`src/rtl/ofdm_ifft_sequencer_if.sv`:
```
// ofdm_ifft_sequencer_if
//   AXI4-Stream style bundle used for every streaming port of the IFFT
//   sequencer (mapper input, core config, core in/out, DAC-side output).
//   Parameters: W - tdata width.
//   Signals:    tdata[W-1:0], tvalid, tlast (source -> sink), tready (sink -> source).
//   Modports:   master - drives tdata/tvalid/tlast, samples tready.
//               slave  - samples tdata/tvalid/tlast, drives tready.
interface ofdm_ifft_sequencer_if #(
  parameter int unsigned W = 32
);
  logic [W-1:0] tdata;
  logic         tvalid;
  logic         tready;
  logic         tlast;

  modport master (output tdata, output tvalid, output tlast, input tready);
  modport slave  (input tdata, input tvalid, input tlast, output tready);
endinterface

```
`src/rtl/ofdm_ifft_sequencer.sv`:
```
// ofdm_ifft_sequencer
//   Sequences the IFFT core in the OFDM transmit chain. Issues the core
//   config word after reset or on request, frames the mapper stream into
//   NFFT-sample symbols with generated tlast, captures the core output into
//   a ping-pong buffer and replays each symbol with its cyclic prefix.
//   Ports:
//     aclk, aresetn   - clock, asynchronous active-low reset
//     cfg_reload_i    - single-cycle request to re-issue the config word
//     s_axis  (slave) - mapper samples {imag[15:0], real[15:0]}
//     cfg     (master)- core config word (constant CFG_TDATA)
//     fft_in  (master)- samples to the core, tlast every NFFT samples
//     fft_out (slave) - frequency-to-time samples from the core
//     m_axis  (master)- CP-extended time samples, tlast every NFFT+CP_LEN
//     symbol_count_o  - symbols emitted on m_axis, wraps at 2^16
//     tlast_err_o     - sticky: core tlast disagreed with the write counter
module ofdm_ifft_sequencer #(
  parameter int unsigned NFFT      = 32,
  parameter int unsigned CP_LEN    = 16,
  parameter logic [23:0] CFG_TDATA = 24'h541006
) (
  input  logic                  aclk,
  input  logic                  aresetn,
  input  logic                  cfg_reload_i,
  ofdm_ifft_sequencer_if.slave  s_axis,
  ofdm_ifft_sequencer_if.master cfg,
  ofdm_ifft_sequencer_if.master fft_in,
  ofdm_ifft_sequencer_if.slave  fft_out,
  ofdm_ifft_sequencer_if.master m_axis,
  output logic [15:0]           symbol_count_o,
  output logic                  tlast_err_o
);

  localparam int unsigned IDX_W   = $clog2(NFFT);
  localparam int unsigned OUT_LEN = NFFT + CP_LEN;
  localparam int unsigned RD_W    = $clog2(OUT_LEN);

  localparam logic [IDX_W-1:0] IDX_LAST = IDX_W'(NFFT - 1);
  localparam logic [RD_W-1:0]  RD_LAST  = RD_W'(OUT_LEN - 1);
  localparam logic [RD_W-1:0]  RD_CP    = RD_W'(CP_LEN);

  // ---------------------------------------------------------------------
  // Control FSM: config issue and input framing
  // ---------------------------------------------------------------------
  typedef enum logic {
    ST_CFG = 1'b0,
    ST_RUN = 1'b1
  } state_e;

  state_e           state_q, state_d;
  logic [IDX_W-1:0] in_idx_q, in_idx_d;
  logic             reload_pend_q, reload_pend_d;
  logic             run_pass_c;
  logic             cfg_valid_c;

  always_ff @(posedge aclk or negedge aresetn) begin
    if (!aresetn) begin
      state_q       <= ST_CFG;
      in_idx_q      <= '0;
      reload_pend_q <= 1'b0;
    end else begin
      state_q       <= state_d;
      in_idx_q      <= in_idx_d;
      reload_pend_q <= reload_pend_d;
    end
  end

  // A pending reload is only honoured at a symbol boundary; in that cycle
  // the passthrough is closed so no sample of the next symbol slips in.
  always_comb begin
    state_d       = state_q;
    in_idx_d      = in_idx_q;
    reload_pend_d = reload_pend_q;
    run_pass_c    = 1'b0;
    cfg_valid_c   = 1'b0;
    case (state_q)
      ST_CFG: begin
        cfg_valid_c = 1'b1;
        if (cfg.tready) begin
          state_d = ST_RUN;
        end
      end
      ST_RUN: begin
        if (cfg_reload_i) begin
          reload_pend_d = 1'b1;
        end
        if (reload_pend_q && (in_idx_q == '0)) begin
          state_d       = ST_CFG;
          reload_pend_d = 1'b0;
        end else begin
          run_pass_c = 1'b1;
          if (s_axis.tvalid && fft_in.tready) begin
            in_idx_d = (in_idx_q == IDX_LAST) ? '0 : in_idx_q + IDX_W'(1);
          end
        end
      end
      default: state_d = ST_CFG;
    endcase
  end

  assign cfg.tvalid    = cfg_valid_c;
  assign cfg.tdata     = CFG_TDATA;
  assign cfg.tlast     = 1'b0;
  assign s_axis.tready = run_pass_c & fft_in.tready;
  assign fft_in.tvalid = run_pass_c & s_axis.tvalid;
  assign fft_in.tdata  = s_axis.tdata;
  assign fft_in.tlast  = (in_idx_q == IDX_LAST);

  // ---------------------------------------------------------------------
  // Ping-pong output buffer with cyclic-prefix replay
  // ---------------------------------------------------------------------
  logic [31:0]      ram_q [2][NFFT];
  logic             wr_bank_q, wr_bank_d;
  logic [IDX_W-1:0] wr_idx_q, wr_idx_d;
  logic             rd_bank_q, rd_bank_d;
  logic [RD_W-1:0]  rd_cnt_q, rd_cnt_d;
  logic [1:0]       full_q, full_d;
  logic [15:0]      sym_cnt_q, sym_cnt_d;
  logic             tlast_err_q, tlast_err_d;
  logic             wr_hs_c, wr_last_c, rd_hs_c, rd_last_c;
  logic [IDX_W-1:0] rd_addr_c;

  assign wr_hs_c   = fft_out.tvalid & ~full_q[wr_bank_q];
  assign wr_last_c = (wr_idx_q == IDX_LAST);
  assign rd_hs_c   = full_q[rd_bank_q] & m_axis.tready;
  assign rd_last_c = (rd_cnt_q == RD_LAST);

  // First CP_LEN reads fetch the symbol tail, the rest the whole symbol.
  assign rd_addr_c = (rd_cnt_q < RD_CP) ? IDX_W'(NFFT - CP_LEN + rd_cnt_q)
                                        : IDX_W'(rd_cnt_q - RD_CP);

  assign fft_out.tready = ~full_q[wr_bank_q];
  assign m_axis.tvalid  = full_q[rd_bank_q];
  assign m_axis.tdata   = ram_q[rd_bank_q][rd_addr_c];
  assign m_axis.tlast   = rd_last_c;
  assign symbol_count_o = sym_cnt_q;
  assign tlast_err_o    = tlast_err_q;

  // Sample storage, no reset: contents are qualified by the full flags.
  always_ff @(posedge aclk) begin
    if (wr_hs_c) begin
      ram_q[wr_bank_q][wr_idx_q] <= fft_out.tdata;
    end
  end

  // Write and read sides only ever touch different banks, so a full-set and
  // a full-clear in the same cycle never collide.
  always_comb begin
    wr_bank_d   = wr_bank_q;
    wr_idx_d    = wr_idx_q;
    rd_bank_d   = rd_bank_q;
    rd_cnt_d    = rd_cnt_q;
    full_d      = full_q;
    sym_cnt_d   = sym_cnt_q;
    tlast_err_d = tlast_err_q;
    if (wr_hs_c) begin
      if (fft_out.tlast != wr_last_c) begin
        tlast_err_d = 1'b1;
      end
      if (wr_last_c) begin
        full_d[wr_bank_q] = 1'b1;
        wr_bank_d         = ~wr_bank_q;
        wr_idx_d          = '0;
      end else begin
        wr_idx_d = wr_idx_q + IDX_W'(1);
      end
    end
    if (rd_hs_c) begin
      if (rd_last_c) begin
        full_d[rd_bank_q] = 1'b0;
        rd_bank_d         = ~rd_bank_q;
        rd_cnt_d          = '0;
        sym_cnt_d         = sym_cnt_q + 16'd1;
      end else begin
        rd_cnt_d = rd_cnt_q + RD_W'(1);
      end
    end
  end

  always_ff @(posedge aclk or negedge aresetn) begin
    if (!aresetn) begin
      wr_bank_q   <= 1'b0;
      wr_idx_q    <= '0;
      rd_bank_q   <= 1'b0;
      rd_cnt_q    <= '0;
      full_q      <= '0;
      sym_cnt_q   <= '0;
      tlast_err_q <= 1'b0;
    end else begin
      wr_bank_q   <= wr_bank_d;
      wr_idx_q    <= wr_idx_d;
      rd_bank_q   <= rd_bank_d;
      rd_cnt_q    <= rd_cnt_d;
      full_q      <= full_d;
      sym_cnt_q   <= sym_cnt_d;
      tlast_err_q <= tlast_err_d;
    end
  end

endmodule

```
`src/flat_wrapper.sv`:
```
// flat-port wrapper written by rule: the top's interface ports become plain ports
module ofdm_ifft_sequencer_flat 
#(
  parameter int unsigned NFFT      = 32,
  parameter int unsigned CP_LEN    = 16,
  parameter logic [23:0] CFG_TDATA = 24'h541006
)
  (aclk, aresetn, cfg_reload_i, symbol_count_o, tlast_err_o, s_axis_tdata, s_axis_tvalid, s_axis_tlast, s_axis_tready, cfg_tdata, cfg_tvalid, cfg_tlast, cfg_tready, fft_in_tdata, fft_in_tvalid, fft_in_tlast, fft_in_tready, fft_out_tdata, fft_out_tvalid, fft_out_tlast, fft_out_tready, m_axis_tdata, m_axis_tvalid, m_axis_tlast, m_axis_tready);
  ofdm_ifft_sequencer_if #(.W(32)) s_axis_i ();
  ofdm_ifft_sequencer_if #(.W(24)) cfg_i ();
  ofdm_ifft_sequencer_if #(.W(32)) fft_in_i ();
  ofdm_ifft_sequencer_if #(.W(32)) fft_out_i ();
  ofdm_ifft_sequencer_if #(.W(32)) m_axis_i ();
  input  logic aclk;
  input  logic aresetn;
  input  logic cfg_reload_i;
  output logic [15:0] symbol_count_o;
  output logic tlast_err_o;
  input wire logic [$bits(s_axis_i.tdata)-1:0] s_axis_tdata;
  input wire logic [$bits(s_axis_i.tvalid)-1:0] s_axis_tvalid;
  input wire logic [$bits(s_axis_i.tlast)-1:0] s_axis_tlast;
  output wire logic [$bits(s_axis_i.tready)-1:0] s_axis_tready;
  output wire logic [$bits(cfg_i.tdata)-1:0] cfg_tdata;
  output wire logic [$bits(cfg_i.tvalid)-1:0] cfg_tvalid;
  output wire logic [$bits(cfg_i.tlast)-1:0] cfg_tlast;
  input wire logic [$bits(cfg_i.tready)-1:0] cfg_tready;
  output wire logic [$bits(fft_in_i.tdata)-1:0] fft_in_tdata;
  output wire logic [$bits(fft_in_i.tvalid)-1:0] fft_in_tvalid;
  output wire logic [$bits(fft_in_i.tlast)-1:0] fft_in_tlast;
  input wire logic [$bits(fft_in_i.tready)-1:0] fft_in_tready;
  input wire logic [$bits(fft_out_i.tdata)-1:0] fft_out_tdata;
  input wire logic [$bits(fft_out_i.tvalid)-1:0] fft_out_tvalid;
  input wire logic [$bits(fft_out_i.tlast)-1:0] fft_out_tlast;
  output wire logic [$bits(fft_out_i.tready)-1:0] fft_out_tready;
  output wire logic [$bits(m_axis_i.tdata)-1:0] m_axis_tdata;
  output wire logic [$bits(m_axis_i.tvalid)-1:0] m_axis_tvalid;
  output wire logic [$bits(m_axis_i.tlast)-1:0] m_axis_tlast;
  input wire logic [$bits(m_axis_i.tready)-1:0] m_axis_tready;
  assign s_axis_i.tdata = s_axis_tdata;
  assign s_axis_i.tvalid = s_axis_tvalid;
  assign s_axis_i.tlast = s_axis_tlast;
  assign s_axis_tready = s_axis_i.tready;
  assign cfg_tdata = cfg_i.tdata;
  assign cfg_tvalid = cfg_i.tvalid;
  assign cfg_tlast = cfg_i.tlast;
  assign cfg_i.tready = cfg_tready;
  assign fft_in_tdata = fft_in_i.tdata;
  assign fft_in_tvalid = fft_in_i.tvalid;
  assign fft_in_tlast = fft_in_i.tlast;
  assign fft_in_i.tready = fft_in_tready;
  assign fft_out_i.tdata = fft_out_tdata;
  assign fft_out_i.tvalid = fft_out_tvalid;
  assign fft_out_i.tlast = fft_out_tlast;
  assign fft_out_tready = fft_out_i.tready;
  assign m_axis_tdata = m_axis_i.tdata;
  assign m_axis_tvalid = m_axis_i.tvalid;
  assign m_axis_tlast = m_axis_i.tlast;
  assign m_axis_i.tready = m_axis_tready;
  ofdm_ifft_sequencer #(.NFFT(NFFT), .CP_LEN(CP_LEN), .CFG_TDATA(CFG_TDATA)) u_core (.aclk(aclk), .aresetn(aresetn), .cfg_reload_i(cfg_reload_i), .s_axis(s_axis_i), .cfg(cfg_i), .fft_in(fft_in_i), .fft_out(fft_out_i), .m_axis(m_axis_i), .symbol_count_o(symbol_count_o), .tlast_err_o(tlast_err_o));
endmodule
```
`config.mk`:
```
export PLATFORM = sky130hd
export DESIGN_NAME = ofdm_ifft_sequencer_flat
export DESIGN_NICKNAME = d
export VERILOG_FILES = /design/src/rtl/ofdm_ifft_sequencer_if.sv /design/src/rtl/ofdm_ifft_sequencer.sv /design/src/flat_wrapper.sv
export SDC_FILE = /design/constraint.sdc
export NUM_CORES = 2
export LEC_CHECK = 0
export CORE_ASPECT_RATIO = 0.6
export CORE_MARGIN = 2
export CORE_UTILIZATION = 40
export CTS_BUF_LIST = sky130_fd_sc_hd__clkbuf_8 sky130_fd_sc_hd__clkbuf_16
export CTS_CLUSTER_SIZE = 8
export DETAILED_ROUTE_END_ITERATION = 8
export HOLD_SLACK_MARGIN = 0.02
export SYNTH_ARGS = -nofsm -noshare
export SYNTH_HDL_FRONTEND = slang
export SYNTH_SLANG_ARGS = --single-unit
export TNS_END_PERCENT = 1
```
`constraint.sdc`:
```
create_clock -name aclk -period 4.13 [get_ports aclk]
set_input_delay 0.826 -clock aclk [delete_from_list [all_inputs] [get_ports aclk]]
set_output_delay 0.826 -clock aclk [all_outputs]
set_load 0.05 [all_outputs]
```
==> results_dict.tcl <==
set metrics [dict create \
    status "finished with violations" \
    violations "setup timing" \
    num_rows 127 \
    antenna_found_initial 6 \
    pwr-share-clk_pct 35.7 \
    area_growth_pct 21.6 \
    power_density_nw_per_um2 617 \
    nNetsFinal 4327 \
    relSlewSlack_pct 13.6 \
    r2r_cells 5 \
    synth-edff-count 2048 \
    numPortBuffers 96 \
    critPathRequiredTime_ns 3.30 \
    setup_ws_ns -0.178 \
    grt_start_max_net_pins 65 \
    first_iter_violations 5450 \
    dr.pass1.iters 6 \
    ios 187 \
    tightest_slew_ns 1.30 \
    final_cells 6941 \
    cp_max_fo 14 \
    period_share_pct 104 \
    drv_slew 0 \
    ir_worst_vdd_uv 448 \
    ys_types 69 \
    ff2ff_setup_slack_ns 1.23 \
    dieArea_sq_um 205000 \
    wirelength_mm 229 \
    gp_congestion 0.798 \
    die_x_um 584 \
    route.vias.total 41800 \
    cts_tree "done" \
    cp.arrival_ns 3.48 \
    grt_pass1_vias 40800 \
    p_seq_share_pct 40.3 \
    syn-cell-area_sq_um 80700 \
    clk_latency_ns 0.82 \
    fin_util_pct 49.1 \
    r2r-start "u_core.wr_bank_q" \
    p_int_mw 42.8 \
    cts_buffers 302 \
    clock_skew_ns 0.0333 \
    htree_levels 5 \
    fmax_ghz 0.232 \
    p_leak_nw 31.0 \
    setup_viol 32 \
    cts.reportedPaths.clkPinSlew_ns 0.05 \
    cts_hold_buffers 0 \
    cts.path.max_buffers 4 \
    pwr-share-comb_pct 24.0 \
    r2r_end "u_core.ram_q[1][717]" \
    core_sq_um 200000 \
    dpl.cell_count 6476 \
    die_h_um 352 \
    crit_path_end_kind "output port" \
    final_antenna_net_count 0 \
    grt_first_pass_wirelength_mm 320 \
    p_sw_share_pct 29.3 \
    rsz0062_at_grt "true" \
    crit_type "flop to output port" \
    clockRootBuffer "clkbuf_16" \
    drc 0 \
    syn_inst 3665 \
    yosys_warnings 0 \
    initial_core_util_pct 40.3 \
    avgRoutedWirePerCell_um 33.1 \
    overflow 0 \
    track_usage_pct 22.2 \
    switching_power_mw 17.8 \
    dp_hpwl_mm 130 \
    worst_setup_path_start_kind "flop" \
    drv_cap 0 \
    ys.flop_type "edfxtp_1" \
    clock_sinks 2087 \
    drive_gt1_share_pct 35.8 \
    hold_viol 0 \
    synth_seq_area_share_pct 77.4 \
    ys_ff_latch 2087 \
    min_path_type "input port to async pin" \
    routed_via_density 6.02 \
    min_period_ns 4.31 \
    syn_area_per_cell_sq_um 22.0 \
    synthArstFlopShare_pct 1.87 \
]
Yosys cell counts (all sizes together), types with 8 or more instances:
library cell  count  area (sq um)
edfxtp         2048         61500
mux4            487         11000
buf             183          1360
mux2i           137          1370
nand2           111           417
nor2            103           387
a22oi            69           518
clkbuf           62           233
o22ai            50           313
nand3            49           245
dfrtp            39           976
a21oi            35           175
a221oi           29           260
o21ai            26           130
mux2             20           225
a31oi            16           100
nor3             16          85.1
inv              14          52.6
nor2b            14          90.1
o221ai           14           123
a211oi           13          97.6
xnor2            13           114
ha               10           125
and3              9          56.3
nand2b            9          56.3
a22o              8          70.1
and2              8          50.1
worst max-delay path by stage:
stage / from / endpoint / slack (ns) / depth (start not counted)
floorplan: u_core.wr_bank_q / u_core.ram_q[0][128] / 0.17 / 6
global placement: u_core.rd_bank_q / m_axis_tdata[11] / 0.004 / 8
CTS: u_core.rd_bank_q / m_axis_tdata[18] / -0.19 / 11
finish: u_core.rd_bank_q / m_axis_tdata[12] / -0.18 / 9
global route: u_core.rd_bank_q / m_axis_tdata[10] / -0.25 / 12
detailed placement: u_core.rd_bank_q / m_axis_tdata[11] / -0.02 / 8
worst max-delay path: stages (launching register included):
cell     delay (ns)
dfrtp_4        0.51
buf_12         0.17
buf_16         0.18
buf_16         0.18
nor2b_2        0.36
a22oi_1        0.16
a31oi_1        0.33
nand4_1        0.34
and3_4         0.27
buf_6          0.15
metrics by stage:
stage          instance area, sq um  worst slack, ns  setup TNS, ns  total power, mW  hold WS, ns
6_report                      98100           -0.178          -3.57             60.6        0.186
2_1_floorplan                 80800            0.169              0             31.5        0.477
5_1_grt                       98100           -0.249          -6.47             62.4        0.235
4_1_cts                       97900           -0.194          -4.90             60.7        0.171
3_5_place_dp                  87000          -0.0168        -0.0168             37.8        0.464
3_3_place_gp                  87000          0.00405              0             37.7        0.456
flip-flops by register name (all words and copies together) (netlist names):
| signal | cells |
|---|---|
| u_core.full_q | 2 |
| u_core.in_idx_q | 5 |
| u_core.ram_q | 2048 |
| u_core.rd_bank_q | 1 |
| u_core.rd_cnt_q | 6 |
| u_core.reload_pend_q | 1 |
| u_core.state_q | 1 |
| u_core.symbol_count_o | 16 |
| u_core.tlast_err_o | 1 |
| u_core.wr_bank_q | 1 |
| u_core.wr_idx_q | 5 |
cells by family (layout without fill, tap and decap cells):
logic type | after synthesis | in the layout | share of synthesized area [%]
DFF | 2087 | 2087 | 77.4
muxes | 644 | 644 | 15.6
and+or+nand+nor | 344 | 344 | 1.94
AOI/OAI and AO/OA | 300 | 300 | 2.65
buffers and inverters | 259 | 865 | 2.03
xor gates and xnor gates | 19 | 19 | 0.206
adders and majority gates | 10 | 10 | 0.155
other | 2 | 28 | 0.00931
layout by cell type, fill, tap and decap left out, types with 12 or more instances in the layout:
cell and instances:
a21oi_1 31, a31oi_1 12, conb_1 25, o21ai_0 18, nand2_1 99, mux2i_1 118
edfxtp_1 2048, buf_6 33, buf_12 95, mux4_2 487, clkbuf_16 312, nor2_1 30
xnor2_1 13, nor2_4 65, buf_4 249, o22ai_1 29, buf_8 14, mux2_2 20
o22ai_2 20, mux2i_2 13, buf_16 38, dfrtp_1 33, clkdlybuf4s50_1 30, nand3_1 34
buf_2 33, a22oi_1 58, inv_1 47, a221oi_2 21
power groups by stage:
stage               sequential, mW  clock (mW)  combinational, mW
CTS                           24.4        22.0               14.3
floorplan                     24.6           0               6.95
detailed placement            24.9           0               12.9
global placement              24.8           0               12.9
finish                        24.4        21.6               14.5
global route                  24.4        22.9               15.1
metal layers:
layer  part of all wire, %  routed length [um]  vias to the layer above  global-route usage (%)
met5                0.0052                  12                        -                       0
met4                   2.2                5100                        2                    5.18
met1                    44              101000                    22500                    34.4
li1                      -                   -                    16500                       -
met3                    11               25100                      322                    5.55
met2                    43               98100                     2421                    31.4
cell type report:
type                       instances  area (sq um)
antenna                            3          7.51
clock buffer                     312          7810
clock inverter                    43           238
fill                           15800        102000
inverter                          14          55.1
multi-input combinational       1342         18200
sequential                      2087         62500
tap                             2644          3310
timing repair buffer             496          5990
timing repair:
action,in CTS,in global routing
buffers inserted,83,6
gates cloned,23,0
pin swaps,44,16
endpoints found under the setup margin,32,32
resized for setup,275,45
hold endpoints to repair,0,0
Note: power is estimated with default switching activity, not from simulation.
